$ cat src/rtl/rcpu_io_bridge.sv
// RCPU SYS I/O bridge: TX/RX byte FIFOs, status, LEDs; read data registered one cycle after the strobe.
// TX drains on uart_tx_valid&&uart_tx_ready; full FIFOs drop pushes. Optional timer: define IO_TIMER_EN.
module rcpu_io_bridge #(
  parameter int TX_AW = 4,
  parameter int RX_AW = 4,
  parameter int LED_W = 8
) (
  input  logic             clk,
  input  logic             reset,
  input  logic             io_read_enable,
  input  logic             io_write_enable,
  input  logic [15:0]      io_address,
  input  logic [15:0]      io_write_data,
  output logic [15:0]      io_read_data,
  output logic [7:0]       uart_tx_data,
  output logic             uart_tx_valid,
  input  logic             uart_tx_ready,
  input  logic [7:0]       uart_rx_data,
  input  logic             uart_rx_valid,
  output logic [LED_W-1:0] leds
);

  localparam int TX_D = 1 << TX_AW;
  localparam int RX_D = 1 << RX_AW;
  localparam logic [TX_AW:0] TX_ONE = 1;
  localparam logic [RX_AW:0] RX_ONE = 1;

  logic [7:0]       r_tx_mem [TX_D];
  logic [7:0]       r_rx_mem [RX_D];
  logic [TX_AW:0]   r_tx_wp, r_tx_rp;
  logic [RX_AW:0]   r_rx_wp, r_rx_rp;
  logic             r_rx_ovf;
  logic [LED_W-1:0] r_led;
  logic [15:0]      r_rdata;

  logic w_in_map, w_sel_txd, w_sel_rxd, w_sel_stat, w_sel_led, w_sel_timl, w_sel_timh;
  logic w_tx_empty, w_tx_full, w_tx_pop, w_tx_push;
  logic w_rx_empty, w_rx_full, w_rx_pop, w_rx_push, w_rx_ovf_set;
  logic [15:0] w_led_ext, w_timl, w_timh, w_rdata;
  logic w_unused_ok;

  // Anything with upper address bits set is unmapped, whatever the low bits say.
  assign w_in_map   = (io_address[15:3] == 13'd0);
  assign w_sel_txd  = w_in_map && (io_address[2:0] == 3'd0);
  assign w_sel_rxd  = w_in_map && (io_address[2:0] == 3'd1);
  assign w_sel_stat = w_in_map && (io_address[2:0] == 3'd2);
  assign w_sel_led  = w_in_map && (io_address[2:0] == 3'd3);
  assign w_sel_timl = w_in_map && (io_address[2:0] == 3'd4);
  assign w_sel_timh = w_in_map && (io_address[2:0] == 3'd5);

  assign w_tx_empty = (r_tx_wp == r_tx_rp);
  assign w_tx_full  = (r_tx_wp[TX_AW-1:0] == r_tx_rp[TX_AW-1:0]) && (r_tx_wp[TX_AW] != r_tx_rp[TX_AW]);
  assign w_tx_pop   = !w_tx_empty && uart_tx_ready;
  assign w_tx_push  = io_write_enable && w_sel_txd && (!w_tx_full || w_tx_pop);

  assign uart_tx_valid = !w_tx_empty;
  assign uart_tx_data  = r_tx_mem[r_tx_rp[TX_AW-1:0]];

  assign w_rx_empty   = (r_rx_wp == r_rx_rp);
  assign w_rx_full    = (r_rx_wp[RX_AW-1:0] == r_rx_rp[RX_AW-1:0]) && (r_rx_wp[RX_AW] != r_rx_rp[RX_AW]);
  assign w_rx_pop     = io_read_enable && w_sel_rxd && !w_rx_empty;
  assign w_rx_push    = uart_rx_valid && (!w_rx_full || w_rx_pop);
  assign w_rx_ovf_set = uart_rx_valid && w_rx_full && !w_rx_pop;

  assign w_unused_ok = ^io_write_data;

  always_ff @(posedge clk) begin
    if (w_tx_push) r_tx_mem[r_tx_wp[TX_AW-1:0]] <= io_write_data[7:0];
    if (w_rx_push) r_rx_mem[r_rx_wp[RX_AW-1:0]] <= uart_rx_data;
  end

  always_ff @(posedge clk) begin
    if (reset) begin
      r_tx_wp  <= '0;
      r_tx_rp  <= '0;
      r_rx_wp  <= '0;
      r_rx_rp  <= '0;
      r_rx_ovf <= 1'b0;
      r_led    <= '0;
      r_rdata  <= '0;
    end else begin
      if (w_tx_push) r_tx_wp <= r_tx_wp + TX_ONE;
      if (w_tx_pop)  r_tx_rp <= r_tx_rp + TX_ONE;
      if (w_rx_push) r_rx_wp <= r_rx_wp + RX_ONE;
      if (w_rx_pop)  r_rx_rp <= r_rx_rp + RX_ONE;
      // A fresh overflow outranks the clear-on-read of STAT.
      if (w_rx_ovf_set)
        r_rx_ovf <= 1'b1;
      else if (io_read_enable && w_sel_stat)
        r_rx_ovf <= 1'b0;
      if (io_write_enable && w_sel_led) r_led <= io_write_data[LED_W-1:0];
      if (io_read_enable) r_rdata <= w_rdata;
    end
  end

`ifdef IO_TIMER_EN
  logic [31:0] r_timer;
  logic [15:0] r_shadow;

  // TIML read snapshots the upper half so a later TIMH read is coherent.
  always_ff @(posedge clk) begin
    if (reset) begin
      r_timer  <= '0;
      r_shadow <= '0;
    end else begin
      r_timer <= r_timer + 32'd1;
      if (io_read_enable && w_sel_timl) r_shadow <= r_timer[31:16];
    end
  end

  assign w_timl = r_timer[15:0];
  assign w_timh = r_shadow;
`else
  assign w_timl = '0;
  assign w_timh = '0;
`endif

  always_comb begin
    w_led_ext = '0;
    w_led_ext[LED_W-1:0] = r_led;
  end

  // Read mux sees pre-edge state, so a same-cycle write or push is not visible.
  always_comb begin
    w_rdata = '0;
    if (w_sel_rxd && !w_rx_empty) w_rdata = {8'h80, r_rx_mem[r_rx_rp[RX_AW-1:0]]};
    if (w_sel_stat) w_rdata = {12'd0, r_rx_ovf, !w_rx_empty, w_tx_empty, w_tx_full};
    if (w_sel_led)  w_rdata = w_led_ext;
    if (w_sel_timl) w_rdata = w_timl;
    if (w_sel_timh) w_rdata = w_timh;
  end

  assign io_read_data = r_rdata;
  assign leds         = r_led;

endmodule

$ cat config.mk
export PLATFORM = sky130hd
export DESIGN_NAME = rcpu_io_bridge
export DESIGN_NICKNAME = d
export VERILOG_FILES = /design/src/rtl/rcpu_io_bridge.sv
export SDC_FILE = /design/constraint.sdc
export NUM_CORES = 1
export LEC_CHECK = 0
export CAP_MARGIN = 40
export CORE_MARGIN = 3
export CORE_UTILIZATION = 33
export DETAILED_ROUTE_END_ITERATION = 10
export SYNTH_ARGS = -nofsm -noshare
export SYNTH_HDL_FRONTEND = slang
export SYNTH_SLANG_ARGS = --single-unit
$ cat constraint.sdc
create_clock -name clk -period 5.55 [get_ports clk]
set_input_delay 1.11 -clock clk [delete_from_list [all_inputs] [get_ports clk]]
set_output_delay 1.11 -clock clk [all_outputs]
set_load 0.02 [all_outputs]
Word level (Yosys, flattened, before mapping). Memories as Yosys holds them, arrays and structs flattened. A register that Yosys moved wholly into a read port is not among the register bits. Index checks and enable logic that the tools add are counted.

Bitwise operators: 0. Equal/unequal tests: 11. Divide/modulo/power cells: 0. Mux-type cells: 15. $add $sub $neg: 4. Magnitude comparators: 0. Reduce and logical (&&, ||, !) cells: 29. Multiply operators: 0. Shift operators: 0.

Operators by type and width (number): $mux W16 (5); $add A5 B1 Y5 const B (4); $logic_and A1 B1 Y1 (19); $mux W4 (4); $logic_not A13 Y1 (1); $eq A5 B5 Y1 (2); $eq A4 B4 Y1 (2); $eq A3 B2 Y1 const B (2); $eq A3 B3 Y1 const B (2); $mux W1 (6); $logic_not A1 Y1 (5); $eq A3 B1 Y1 const B (1); $logic_not A3 Y1 (1); $logic_or A1 B1 Y1 (2); $ne A1 B1 Y1 (2); $reduce_bool A2 Y1 (1).

Word-level logic and storage cells: 68. Memories kept: 2. Output and inout port bits: 33. Bits in writable memories: 256. Memory bits (read-only): 0. Latch bits: 0. Bits of input ports: 46. Bits in registers: 45.

Memory list: r_rx_mem (words 16, bits a word 8, read ports 1, clocked after memory_dff 1, write ports 1, line 29) `logic [7:0] r_rx_mem [RX_D];`; r_tx_mem (words 16, bits a word 8, read ports 1, clocked after memory_dff 1, write ports 1, line 28) `logic [7:0] r_tx_mem [TX_D];`.

Logic depth before layout (Yosys ltp).
Depth in word-level cells: 8. Gate-level depth with buffers: 7. Depth with buffers taken out: 5.

Worst setup path before layout. OpenSTA, ideal clock, no wires.

Path type: input-to-reg. From: in io_address[10]. To: mem r_rx_mem[0][0], enable pin. Data required time: 5.167 ns. Library setup time: 0.383 ns. Path buffers: 1. Stages: 6. Data arrival time: 3.354 ns. Setup slack: 1.813 ns. Cells stage by stage: or4_1 -> buf_2 -> nor4_4 -> a311o_2 -> nand3_1 -> nor3_1.

Longest elaborated chain between the ends: 8.

RTL lines: from (decl) (line 12) `input logic [15:0] io_address,`; $logic_not A13 Y1 (line 43) `assign w_in_map = (io_address[15:3] == 13'd0);`; $logic_and A1 B1 Y1 (line 45) `assign w_sel_rxd = w_in_map && (io_address[2:0] == 3'd1);`; $logic_and A1 B1 Y1 (2 in a row) (line 61) `assign w_rx_pop = io_read_enable && w_sel_rxd && !w_rx_empty;`; $logic_or A1 B1 Y1 (line 62) `assign w_rx_push = uart_rx_valid && (!w_rx_full || w_rx_pop);`; $logic_and A1 B1 Y1 (line 62); $mux W1 (line 69) `if (w_rx_push) r_rx_mem[r_rx_wp[RX_AW-1:0]] <= uart_rx_data;`; $mux W1 (not written as such) (line 69); to (decl) (line 29).

Every way passes these cells.

==> summary.txt <==
STA
  • Period utilization: 0.804
  • Fin crit period: 4.46 ns
  • Pins Over Slew Limit: 0
  • RSZ-0062 raised after global routing: false
  • Fmax: 224 MHz
  • Setup Skew: 0.0292 ns
  • Final Hold Viols: 0
  • Slew headroom: 0.460
  • Final worst slack: 1.09 ns
  • Setup-failing EPs final: 0
  • Worst Tran Pin Value: 0.808 ns
  • TNS Setup: 0 ns

Final layout
  • FILL cells: 3225
  • Layout cell share with drive strength beyond 1: 0.202
  • Nets: 814
  • Area taken by multi-input logic gates: 3290 um^2
  • Synth-to-layout area growth: 19.1%
  • # diodes: 0
  • Sequential cell area: 8610 um^2

Global routing
  • Initial antenna violation count: 0
  • Congestion Overflow GR: 0
  • First-pass GRT wire length: 39600 um
  • Vias in the first global route: 6485
  • Largest net degree at the start of global routing: 44
  • Total track usage: 0.132

Floorplan
  • Die X-Extent: 197 um
  • Die H: 197 um
  • # rows: 69
  • IO Count: 79
  • Core area: 35800 um^2
  • Initial Utilization: 0.338
  • Die area: 39000 um^2

Clock tree
  • Clk slew on worst S/H paths: 0.06 ns
  • CTS sink count: 302
  • Post-CTS sizing: 0
  • Clk_lat worst skew: 0.52 ns
  • CTS H-tree depth: 2
  • TritonCTS clock tree: built
  • Clk Tree Root Cell: clkbuf_16
  • Num CTS Buffers: 34
  • Clock Path Buffers: 3
  • CTS Hold Buffers Added: 0
  • Setup Buffers After CTS: 0

Critical path
  • Most used cell, CP: mux4_2
  • Endpoint class of the critical path: output port
  • Crit-path max FO: 18
  • Worst path cell trace: buf_4, mux4_2, mux4_2, clkdlybuf4s50_1
  • Worst path arrival time: 3.35 ns
  • CP Launch Type: flip-flop
  • Crit-path leading delay family: multiplexers
  • CP max stage cell: dfxtp_2
  • Required time of the worst setup path: 4.44 ns
  • Buf/Inv on CP: 2
  • CP peak stage delay: 0.75 ns
  • CP Class: flip-flop to output port

Logic synthesis
  • Syn Inst Count: 673
  • Post-synth EDFFs: 256
  • Synth Cell Area: 12100 um^2
  • Ys flop type: edfxtp_1
  • Async set-reset flop share out of synthesis: 0
  • Synth top cells by count: edfxtp_1, mux4_2, dfxtp_1
  • Synth area leaders: edfxtp_1, mux4_2, dfxtp_1, a21oi_1, ha_1
  • Top-area cell type share of the netlist area: 0.636
  • Sequential share of the synthesized area: 0.712
  • Count leader, synth: edfxtp_1
  • Post-synth top area cell: edfxtp_1
  • Synth Area per Inst: 18.0 um^2
  • Yosys warns: 0
  • Yosys reg bits: 302
  • Synth cell types: 52

Routing
  • Detailed Route WL: 25600 um
  • Final ANT Viol Nets: 0
  • Via/cell ratio: 5.03
  • DRC: 0
  • Via count: 6261
  • Wire per inst: 20.6 um
  • 1st-pass router iterations: 4
  • Starting DRT DRC Count: 433

Power and ir drop
  • Peak supply drop: 0.239 mV
  • Power per cell area: 329 nW/um^2
  • Leakage: 4.51 nW

Flow run
  • Max-cap violations: 0

Run status
  • Outcome: completed

Placed design
  • IO buf count: 63
  • DPL Wire Length: 17200 um
  • GP Congestion: 0.804
  • Worst slack, placed: 1.24 ns

Hold path
  • Hold Crit Class: flip-flop to flip-flop
cells in the final DEF (no fill, tap or decap), types with 7 or more instances in the layout:
cell / count
edfxtp_1: 256
mux4_2: 76
clkdlybuf4s50_1: 62
dfxtp_1: 44
clkbuf_16: 35
nand2_1: 30
nor2_1: 27
a21oi_1: 26
nand3_1: 23
buf_4: 22
and3_1: 15
xnor2_1: 10
ha_1: 10
or4_1: 9
clkbuf_1: 9
inv_1: 8
nor2b_1: 8
a22oi_1: 8
o21ai_0: 8
nor3_1: 7
conb_1: 7
flip-flops by register name (all words and copies together), names as in the netlist, named ones only:
name / count
r_rx_mem: 128
r_rx_wp: 5
io_read_data: 9
r_tx_wp: 5
r_rx_ovf: 1
r_tx_rp: 5
r_rx_rp: 5
r_tx_mem: 128
leds: 8
per-layer routing:
metal,GRT usage,vias to the layer above,wire length (um)
li1,-,2876,-
met1,0.172,3204,10900
met2,0.228,141,13100
met3,0.0229,40,1020
met4,0.0430,0,645
met5,0,-,0
path summary, 6_finish.rpt:
check	cells past startpoint	end	slack [ns]	from
max	4	uart_tx_data[7]	1.09	flip-flop
min	2	r_rx_ovf$_SDFFE_PP0P_	0.47	r_rx_ovf$_SDFFE_PP0P_
max reg2reg	5	r_rx_mem[8][7]$_DFFE_PP_	3.03	r_rx_wp[3]$_SDFFE_PP0P_
min reg2reg	2	r_rx_ovf$_SDFFE_PP0P_	0.47	r_rx_ovf$_SDFFE_PP0P_
worst reg2reg max path: cells and delay by family, from the launching register on:
family / cells / cell delay [ns]
AOI/OAI and AO/OA: 1 / 0.27
and+or+nand+nor: 3 / 1.22
DFF: 1 / 0.52
xor gates and xnor gates: 1 / 0.12
through the flow:
stage               cell area (um^2)  cells  hold slack, ns  power [mW]  utilization
floorplan                      12100    679           0.445        2.56            -
global placement               13300   1181           0.459        2.63        0.371
detailed placement             13300   1183           0.463        2.63        0.372
CTS                            14400   1245           0.471        4.80        0.402
global route                   14400   1245           0.516        4.90        0.402
finish                         14400   1245           0.474        4.74        0.402
layout make-up:
class	count	area share
flip-flops and latches	302	0.598
multi-input cells	326	0.228
clock buffers	45	0.0641
repair buffers	86	0.0568
well taps	461	0.0400
clock inverters	17	0.0110
inverters	8	0.00208
report_power, final:
group | leakage (nW) | total, mW | switching [mW] | internal [mW]
clock network | 0.521 | 2.16 | 0.889 | 1.27
registers | 2.68 | 2.47 | 0.00391 | 2.47
logic | 1.32 | 0.109 | 0.0682 | 0.0405
kinds of logic after synthesis:
| logic type | synth area share |
|---|---|
| DFF | 0.712 |
| AOI/OAI and AO/OA | 0.0411 |
| adders and majority gates | 0.0103 |
| buffers and inverters | 0.0184 |
| and+or+nand+nor | 0.0615 |
| other | 0.000310 |
| xor gates and xnor gates | 0.0116 |
| muxes | 0.145 |
No activity file was read; power rests on OpenSTA's default activity.
